## src/rtl/jtag_pkg.sv

```systemverilog
// Shared types and constants for the JTAG TAP controller.
// State encodings follow the conventional 1149.1 values, so the encoding of TLR is 4'hF.
package jtag_pkg;

   typedef enum logic [3:0] {
      EXIT2_DR   = 4'h0,
      EXIT1_DR   = 4'h1,
      SHIFT_DR   = 4'h2,
      PAUSE_DR   = 4'h3,
      SELECT_IR  = 4'h4,
      UPDATE_DR  = 4'h5,
      CAPTURE_DR = 4'h6,
      SELECT_DR  = 4'h7,
      EXIT2_IR   = 4'h8,
      EXIT1_IR   = 4'h9,
      SHIFT_IR   = 4'hA,
      PAUSE_IR   = 4'hB,
      RUN_IDLE   = 4'hC,
      UPDATE_IR  = 4'hD,
      CAPTURE_IR = 4'hE,
      TLR        = 4'hF
   } tap_state_t;

   localparam logic [1:0] IR_CAPTURE   = 2'b01;
   localparam int         IDCODE_WIDTH = 32;

endpackage

```

## src/rtl/jtag_tap_fsm.sv

```systemverilog
// TAP state machine: state register on rising tck, next-state logic on tms, and
// combinational state decodes.
module jtag_tap_fsm
   import jtag_pkg::*;
(
   input  logic tck,
   input  logic trst,
   input  logic tms,
   output logic test_logic_reset,
   output logic run_test_idle,
   output logic capture_dr,
   output logic shift_dr,
   output logic update_dr,
   output logic capture_ir,
   output logic shift_ir,
   output logic update_ir
);

   tap_state_t state_reg;
   tap_state_t state_next;

   always_ff @(posedge tck or negedge trst) begin
      if (!trst) begin
         state_reg <= TLR;
      end else begin
         state_reg <= state_next;
      end
   end

   always_comb begin
      state_next = state_reg;
      unique case (state_reg)
         TLR:        state_next = tms ? TLR       : RUN_IDLE;
         RUN_IDLE:   state_next = tms ? SELECT_DR : RUN_IDLE;
         SELECT_DR:  state_next = tms ? SELECT_IR : CAPTURE_DR;
         CAPTURE_DR: state_next = tms ? EXIT1_DR  : SHIFT_DR;
         SHIFT_DR:   state_next = tms ? EXIT1_DR  : SHIFT_DR;
         EXIT1_DR:   state_next = tms ? UPDATE_DR : PAUSE_DR;
         PAUSE_DR:   state_next = tms ? EXIT2_DR  : PAUSE_DR;
         EXIT2_DR:   state_next = tms ? UPDATE_DR : SHIFT_DR;
         UPDATE_DR:  state_next = tms ? SELECT_DR : RUN_IDLE;
         SELECT_IR:  state_next = tms ? TLR       : CAPTURE_IR;
         CAPTURE_IR: state_next = tms ? EXIT1_IR  : SHIFT_IR;
         SHIFT_IR:   state_next = tms ? EXIT1_IR  : SHIFT_IR;
         EXIT1_IR:   state_next = tms ? UPDATE_IR : PAUSE_IR;
         PAUSE_IR:   state_next = tms ? EXIT2_IR  : PAUSE_IR;
         EXIT2_IR:   state_next = tms ? UPDATE_IR : SHIFT_IR;
         UPDATE_IR:  state_next = tms ? SELECT_DR : RUN_IDLE;
         default:    state_next = TLR;
      endcase
   end

   always_comb begin
      test_logic_reset = (state_reg == TLR);
      run_test_idle    = (state_reg == RUN_IDLE);
      capture_dr       = (state_reg == CAPTURE_DR);
      shift_dr         = (state_reg == SHIFT_DR);
      update_dr        = (state_reg == UPDATE_DR);
      capture_ir       = (state_reg == CAPTURE_IR);
      shift_ir         = (state_reg == SHIFT_IR);
      update_ir        = (state_reg == UPDATE_IR);
   end

endmodule

```

## src/rtl/jtag_tap_core.sv

```systemverilog
// TAP controller with instruction register, BYPASS and IDCODE registers, user-DR
// select decode and the falling-edge tdo path.
module jtag_tap_core
   import jtag_pkg::*;
#(
   parameter int                  IR_WIDTH      = 4,
   parameter logic [31:0]         IDCODE_VALUE  = 32'h1000_0001,
   parameter logic [IR_WIDTH-1:0] IDCODE_OPCODE = IR_WIDTH'(4'b0001),
   parameter int                  NUM_USER_DR   = 2,
   parameter logic [IR_WIDTH-1:0] USER_BASE     = IR_WIDTH'(4'b1000)
)
(
   input  logic                   tck,
   input  logic                   trst,
   input  logic                   tms,
   input  logic                   tdi,
   input  logic [NUM_USER_DR-1:0] user_tdo,
   output logic                   tdo,
   output logic                   tdo_en,
   output logic [IR_WIDTH-1:0]    ir,
   output logic [NUM_USER_DR-1:0] user_sel,
   output logic                   capture_dr,
   output logic                   shift_dr,
   output logic                   update_dr,
   output logic                   test_logic_reset,
   output logic                   run_test_idle
);

   logic capture_ir;
   logic shift_ir;
   logic update_ir;

   logic [IR_WIDTH-1:0]     ir_shift_reg;
   logic [IR_WIDTH-1:0]     ir_reg;
   logic                    bypass_reg;
   logic [IDCODE_WIDTH-1:0] idcode_reg;
   logic                    tdo_reg;
   logic                    tdo_en_reg;

   logic                    sel_all_ones;
   logic                    sel_idcode;
   logic                    sel_user;
   logic                    sel_bypass;
   logic [NUM_USER_DR-1:0]  user_hit;
   logic                    dr_tdo;

   jtag_tap_fsm u_fsm (
      .tck              (tck),
      .trst             (trst),
      .tms              (tms),
      .test_logic_reset (test_logic_reset),
      .run_test_idle    (run_test_idle),
      .capture_dr       (capture_dr),
      .shift_dr         (shift_dr),
      .update_dr        (update_dr),
      .capture_ir       (capture_ir),
      .shift_ir         (shift_ir),
      .update_ir        (update_ir)
   );

   always_ff @(posedge tck or negedge trst) begin
      if (!trst) begin
         ir_shift_reg <= '0;
      end else if (capture_ir) begin
         ir_shift_reg <= IR_WIDTH'(IR_CAPTURE);
      end else if (shift_ir) begin
         ir_shift_reg <= {tdi, ir_shift_reg[IR_WIDTH-1:1]};
      end
   end

   // The instruction only moves on the falling edge, so it is stable across a DR scan.
   always_ff @(negedge tck or negedge trst) begin
      if (!trst) begin
         ir_reg <= IDCODE_OPCODE;
      end else if (test_logic_reset) begin
         ir_reg <= IDCODE_OPCODE;
      end else if (update_ir) begin
         ir_reg <= ir_shift_reg;
      end
   end

   assign ir = ir_reg;

   // All-ones and IDCODE take priority over any overlapping user opcode.
   assign sel_all_ones = &ir_reg;
   assign sel_idcode   = !sel_all_ones && (ir_reg == IDCODE_OPCODE);

   for (genvar gi = 0; gi < NUM_USER_DR; gi++) begin : g_user
      assign user_hit[gi] = (ir_reg == IR_WIDTH'(USER_BASE + gi));
   end

   assign user_sel   = (sel_all_ones || sel_idcode) ? '0 : user_hit;
   assign sel_user   = |user_sel;
   assign sel_bypass = !sel_idcode && !sel_user;

   always_ff @(posedge tck or negedge trst) begin
      if (!trst) begin
         bypass_reg <= 1'b0;
      end else if (capture_dr && sel_bypass) begin
         bypass_reg <= 1'b0;
      end else if (shift_dr && sel_bypass) begin
         bypass_reg <= tdi;
      end
   end

   always_ff @(posedge tck or negedge trst) begin
      if (!trst) begin
         idcode_reg <= '0;
      end else if (capture_dr && sel_idcode) begin
         idcode_reg <= IDCODE_VALUE;
      end else if (shift_dr && sel_idcode) begin
         idcode_reg <= {tdi, idcode_reg[IDCODE_WIDTH-1:1]};
      end
   end

   always_comb begin
      dr_tdo = bypass_reg;
      if (sel_idcode) begin
         dr_tdo = idcode_reg[0];
      end else if (sel_user) begin
         dr_tdo = |(user_sel & user_tdo);
      end
   end

   always_ff @(negedge tck or negedge trst) begin
      if (!trst) begin
         tdo_reg    <= 1'b0;
         tdo_en_reg <= 1'b0;
      end else begin
         tdo_en_reg <= shift_dr || shift_ir;
         if (shift_ir) begin
            tdo_reg <= ir_shift_reg[0];
         end else if (shift_dr) begin
            tdo_reg <= dr_tdo;
         end else begin
            tdo_reg <= 1'b0;
         end
      end
   end

   assign tdo    = tdo_reg;
   assign tdo_en = tdo_en_reg;

endmodule

```

## config.mk

```make
export PLATFORM = sky130hd
export DESIGN_NAME = jtag_tap_core
export DESIGN_NICKNAME = d
export VERILOG_FILES = /design/src/rtl/jtag_pkg.sv /design/src/rtl/jtag_tap_fsm.sv /design/src/rtl/jtag_tap_core.sv
export SDC_FILE = /design/constraint.sdc
export NUM_CORES = 1
export LEC_CHECK = 0
export ABC_AREA = 0
export BUFFER_PORTS_ARGS = -buffer_cell sky130_fd_sc_hd__buf_2
export CORE_ASPECT_RATIO = 1.5
export CORE_MARGIN = 4
export CORE_UTILIZATION = 36
export DETAILED_ROUTE_END_ITERATION = 8
export GPL_TIMING_DRIVEN = 1
export HOLD_SLACK_MARGIN = 0.03
export PLACE_DENSITY = 0.51
export SYNTH_ARGS = -nofsm -noshare
export SYNTH_HDL_FRONTEND = slang
export SYNTH_SLANG_ARGS = --single-unit
```

## constraint.sdc

```tcl
create_clock -name tck -period 2.63 [get_ports tck]
set_input_delay 0.3945 -clock tck [delete_from_list [all_inputs] [get_ports tck]]
set_output_delay 0.3945 -clock tck [all_outputs]
set_load 0.05 [all_outputs]
```

; After elaboration in Yosys (flattened, before gate mapping)
; Cells that the tools add are included.
[word_totals]
reg_bits = 47
latch_bits = 0
ramBits = 0
rom_bits = 0
input_bits = 6
out_inout_bits = 13
memories = 0
[op_classes]
n_addsub = 0
multipliers = 0
div_mod_pow = 0
n_lt_le_gt_ge = 0
n_eq_ne = 18
shifts = 0
muxes = 26
bitwise_logic = 1
n_reduce_logical = 22
[op_table]
columns = operator, count
row1 = $mux 32, 2
row2 = $pmux 4 s12, 1
row3 = $eq 4x4->1 const B, 10
row4 = $mux 4, 5
row5 = $eq 4x3->1 const B, 4
row6 = $mux 2, 7
row7 = $mux 3, 4
row8 = $eq 4x1->1 const B, 2
row9 = $eq 4x2->1 const B, 2
row10 = $reduce_bool 2->1, 4
row11 = $reduce_or 2->1, 4
row12 = $mux 1, 7
row13 = $logic_and 1x1->1, 6
row14 = $logic_not 4->1, 1
row15 = $reduce_and 4->1, 1
row16 = $logic_not 1->1, 3
row17 = $reduce_or 3->1, 1
row18 = $and 2x2->2, 1
row19 = $logic_or 1x1->1, 2

; Depth between registers and ports, before layout
[depth]
depth_word = 11
mapped_depth = 5
depth_no_buf = 3

; Cells and area by module
; Synthesis repeated with hierarchy kept, for this count alone.
[hier_totals]
hier_cells = 221
area_unflattened_um2 = 2267.2
[by_module_without_submodules]
columns = module, instances, cells_per_inst, area_per_inst_um2, seq_area_each_um2
row1 = jtag_tap_core, 1, 188, 1988.2, 1077.3
row2 = jtag_tap_fsm, 1, 33, 279.0, 105.1

==> metrics.md <==
| Metric | Value |
|---|---|
| Full die area | `7850 sq um` |
| Nets | `234` |
| H-tree depth | `2` |
| Worst setup SP type | `flop` |
| Biggest area consumer among synthesized cells | `dfrtp_1` |
| Status | `finished, violations left` |
| Max_slew headroom | `between 70% and 80%` |
| CP max FO | `4` |
| Num rows | `35` |
| Crit. End Element | `primary output` |
| CTS tree | `built` |
| CTS clk-pin slew, worst paths | `80 ps` |
| Failing checks | `negative setup slack` |
| Synthesized net count | `195` |
| Syn_area_per_cell | `12.3 sq um` |
| Yosys warns | `0` |
| Vias | `1459` |
| Placer Congestion | `0.737` |
| Slew @ Worst Pin | `443 ps` |
| Routed length per instance | `14.2 microns` |
| Setup Skew | `around 60 ps` |
| Peak supply drop | `around 0.6 mV` |
| Max-cap violations | `0` |
| Mapped Area | `~2300 sq um` |
| Io pins | `19` |
| Final Util | `46.7%` |
| Total gr overflow | `0` |
| Sequential element share of the synthesized area | `50.8%` |
| Final setup margin | `-464 ps` |
| Seq cells post-synth | `47` |
| Die height | `107 microns` |
| Largest net degree at the start of global routing | `40` |
| Num Clock Sinks | `47` |
| Synth top area share | `between 30 and 40%` |
| Crit path max-delay family | `flip-flops` |
| CP required | `2240 ps` |
| HPWL Detailed | `2.84 mm` |
| Post-DP Area | `2610 sq um` |
| Via density | `4.82` |
| All-layer global routing usage | `approximately an eighth` |
| Starting Density | `between 30 and 40%` |
| Hold Path Class | `input port to flop` |
| Cells along the critical path | `buf_6, and3_4, buf_8` |
| CP Class | `flop to primary output` |
| Metal-1 WL | `1.85 mm` |
| Synth area leaders | `dfrtp_1 40%, mux2_4 19%, nor2b_1 8.3%, dfstp_2 5.6%, dfrtn_1 5.4%` |
| Max FFs per register | `32` |
| P_leak | `1.42 nW` |
| Setup-failing EPs final | `39` |
| Die X | `73.7 microns` |
| Final Cell Area | `2900 sq um` |
| Antenna violations before repair | `0` |
| Power per cell area | `984 nW/um^2` |
| Clock Tree Buf Depth | `2` |
| Core box area | `6220 sq um` |
| Root buffer cell | `clkbuf_8` |
| Wire length on met2 | `2.27 mm` |
| Crit-path slowest cell | `dfstp_4` |
| Hold Fails Final Rpt | `0` |
| Detail Route Antenna Nets | `0` |
| Layout Area Growth over Synthesis | `24.7%` |
| Share of layout cells above drive strength 1 | `44.1%` |
| Setup slack after placement | `-319 ps` |
| ANT cells | `0` |
| DRC violations left | `0` |
| Pre-Repair DR Iteration Count | `4` |
| CTS buffer count | `5` |
| Final setup TNS | `-13230 ps` |
| First DRT Iteration DRCs | `55` |
| I/O Buffers | `18` |
| Slew Limit Fails | `0` |
| Number of global-route vias before repair | `1573` |
| Metal3 WL | `approximately 110 microns` |
| Max layer used | `met4` |
| CP max stage delay | `620 ps` |
| Crit path buf inv count | `2` |
| Clk_lat worst skew | `about 350 ps` |
| Cells after synthesis | `between 150 and 200` |
| Yosys cell types | `35` |
| Arrival @ worst endpoint | `2700 ps` |
| RSZ-0062 raised after global routing | `yes` |
| Final wirelength | `4.29 mm` |
| First-pass GRT wire length | `7.60 mm` |
[cell type report]
class | count | area, sq um
Fill cell | 582 | 3310
Sequential cell | 47 | 1190
Multi-Input combinational cell | 130 | 1140
Timing Repair Buffer | 43 | 392
Tap cell | 74 | 92.6
Clock buffer | 6 | 82.6
Clock inverter | 3 | 15.0
[layout by cell type (no fill, tap or decap), types with 2 or more instances in the layout]
cell type / instances
a21oi_2: 2
a31oi_1: 2
and2_1: 2
buf_2: 10
buf_4: 15
buf_6: 11
buf_8: 5
clkbuf_8: 6
dfrtn_1: 5
dfrtp_1: 37
dfstp_2: 4
mux2_2: 2
mux2_4: 31
nand2_1: 12
nand2b_1: 7
nand3_1: 2
nand3_2: 2
nor2_1: 7
nor2b_1: 31
nor3_1: 2
nor4b_4: 2
o21ai_0: 11
[Yosys cell counts, drive strengths merged]
| master | instances |
|---|---|
| a22o | 1 |
| nor3 | 2 |
| nand2 | 13 |
| a21oi | 2 |
| inv | 1 |
| dfstp | 5 |
| buf | 5 |
| o21ba | 1 |
| clkbuf | 6 |
| nor2b | 31 |
| a32oi | 1 |
| or3b | 1 |
| and3 | 1 |
| a21boi | 1 |
| nand3b | 1 |
| o2bb2ai | 1 |
| a22oi | 1 |
| nor2 | 8 |
| nor4b | 2 |
| nand3 | 4 |
| dfrtp | 37 |
| o2bb2a | 1 |
| a31oi | 2 |
| dfrtn | 5 |
| or4b | 1 |
| o21ai | 11 |
| mux2 | 33 |
| and2 | 2 |
| nand2b | 7 |
| nor3b | 2 |
[power breakdown]
part,total (mW),leakage (nW),internal (mW),switching (mW)
logic,1.38,0.739,0.650,0.728
registers,1.03,0.627,0.898,0.130
clock network,0.451,0.0502,0.212,0.239
total,2.86,1.42,1.76,1.10
[path summary, 6_finish.rpt]
| check | startpoint | end | slack, ps | depth (start not counted) |
|---|---|---|---|---|
| setup / recovery | ir[0] | user_sel[1] | -460 | 3 |
| hold / removal | tms | u_fsm.state_reg[1] | 310 | 2 |
| min in group asynchronous | trst | ir_shift_reg[0] | 540 | 2 |
| setup reg to reg | ir[0] | bypass_reg | -420 | 4 |
| hold reg to reg | ir_shift_reg[0] | ir_shift_reg[0] | 510 | 2 |
| max in group asynchronous | trst | ir[0] | 550 | 2 |
[layer usage]
| layer | up-vias | global-route usage [%] |
|---|---|---|
| met5 | - | 0 |
| met4 | 0 | 3.89 |
| met3 | 6 | 2.46 |
| met2 | 16 | 20.4 |
| met1 | 717 | 15.6 |
| li1 | 720 | - |
[cells by family after synthesis]
kind of cell,count (synthesis),synth area share [%]
mux,33,20.8
compound gates,22,5.96
buf+inv,12,3.01
flops,47,50.8
simple gates,75,19.5
[per-stage QoR]
stage,hold WS (ps),power [mW],std cells
2_1_floorplan,98.9,1.86,189
3_3_place_gp,285,2.17,286
3_5_place_dp,291,2.19,286
4_1_cts,297,2.81,300
5_1_grt,306,3.04,303
6_report,308,2.86,303
[what timing repair did]
| item | CTS | global route |
|---|---|---|
| endpoints found under the setup margin | 41 | 41 |
| buffers inserted | 6 | 3 |
| pin swaps | 0 | 1 |
| hold endpoints to repair | 5 | 0 |
| hold buffers | 1 | 0 |
| gates resized for setup | 26 | 10 |
No activity file was read; power rests on OpenSTA's default activity.
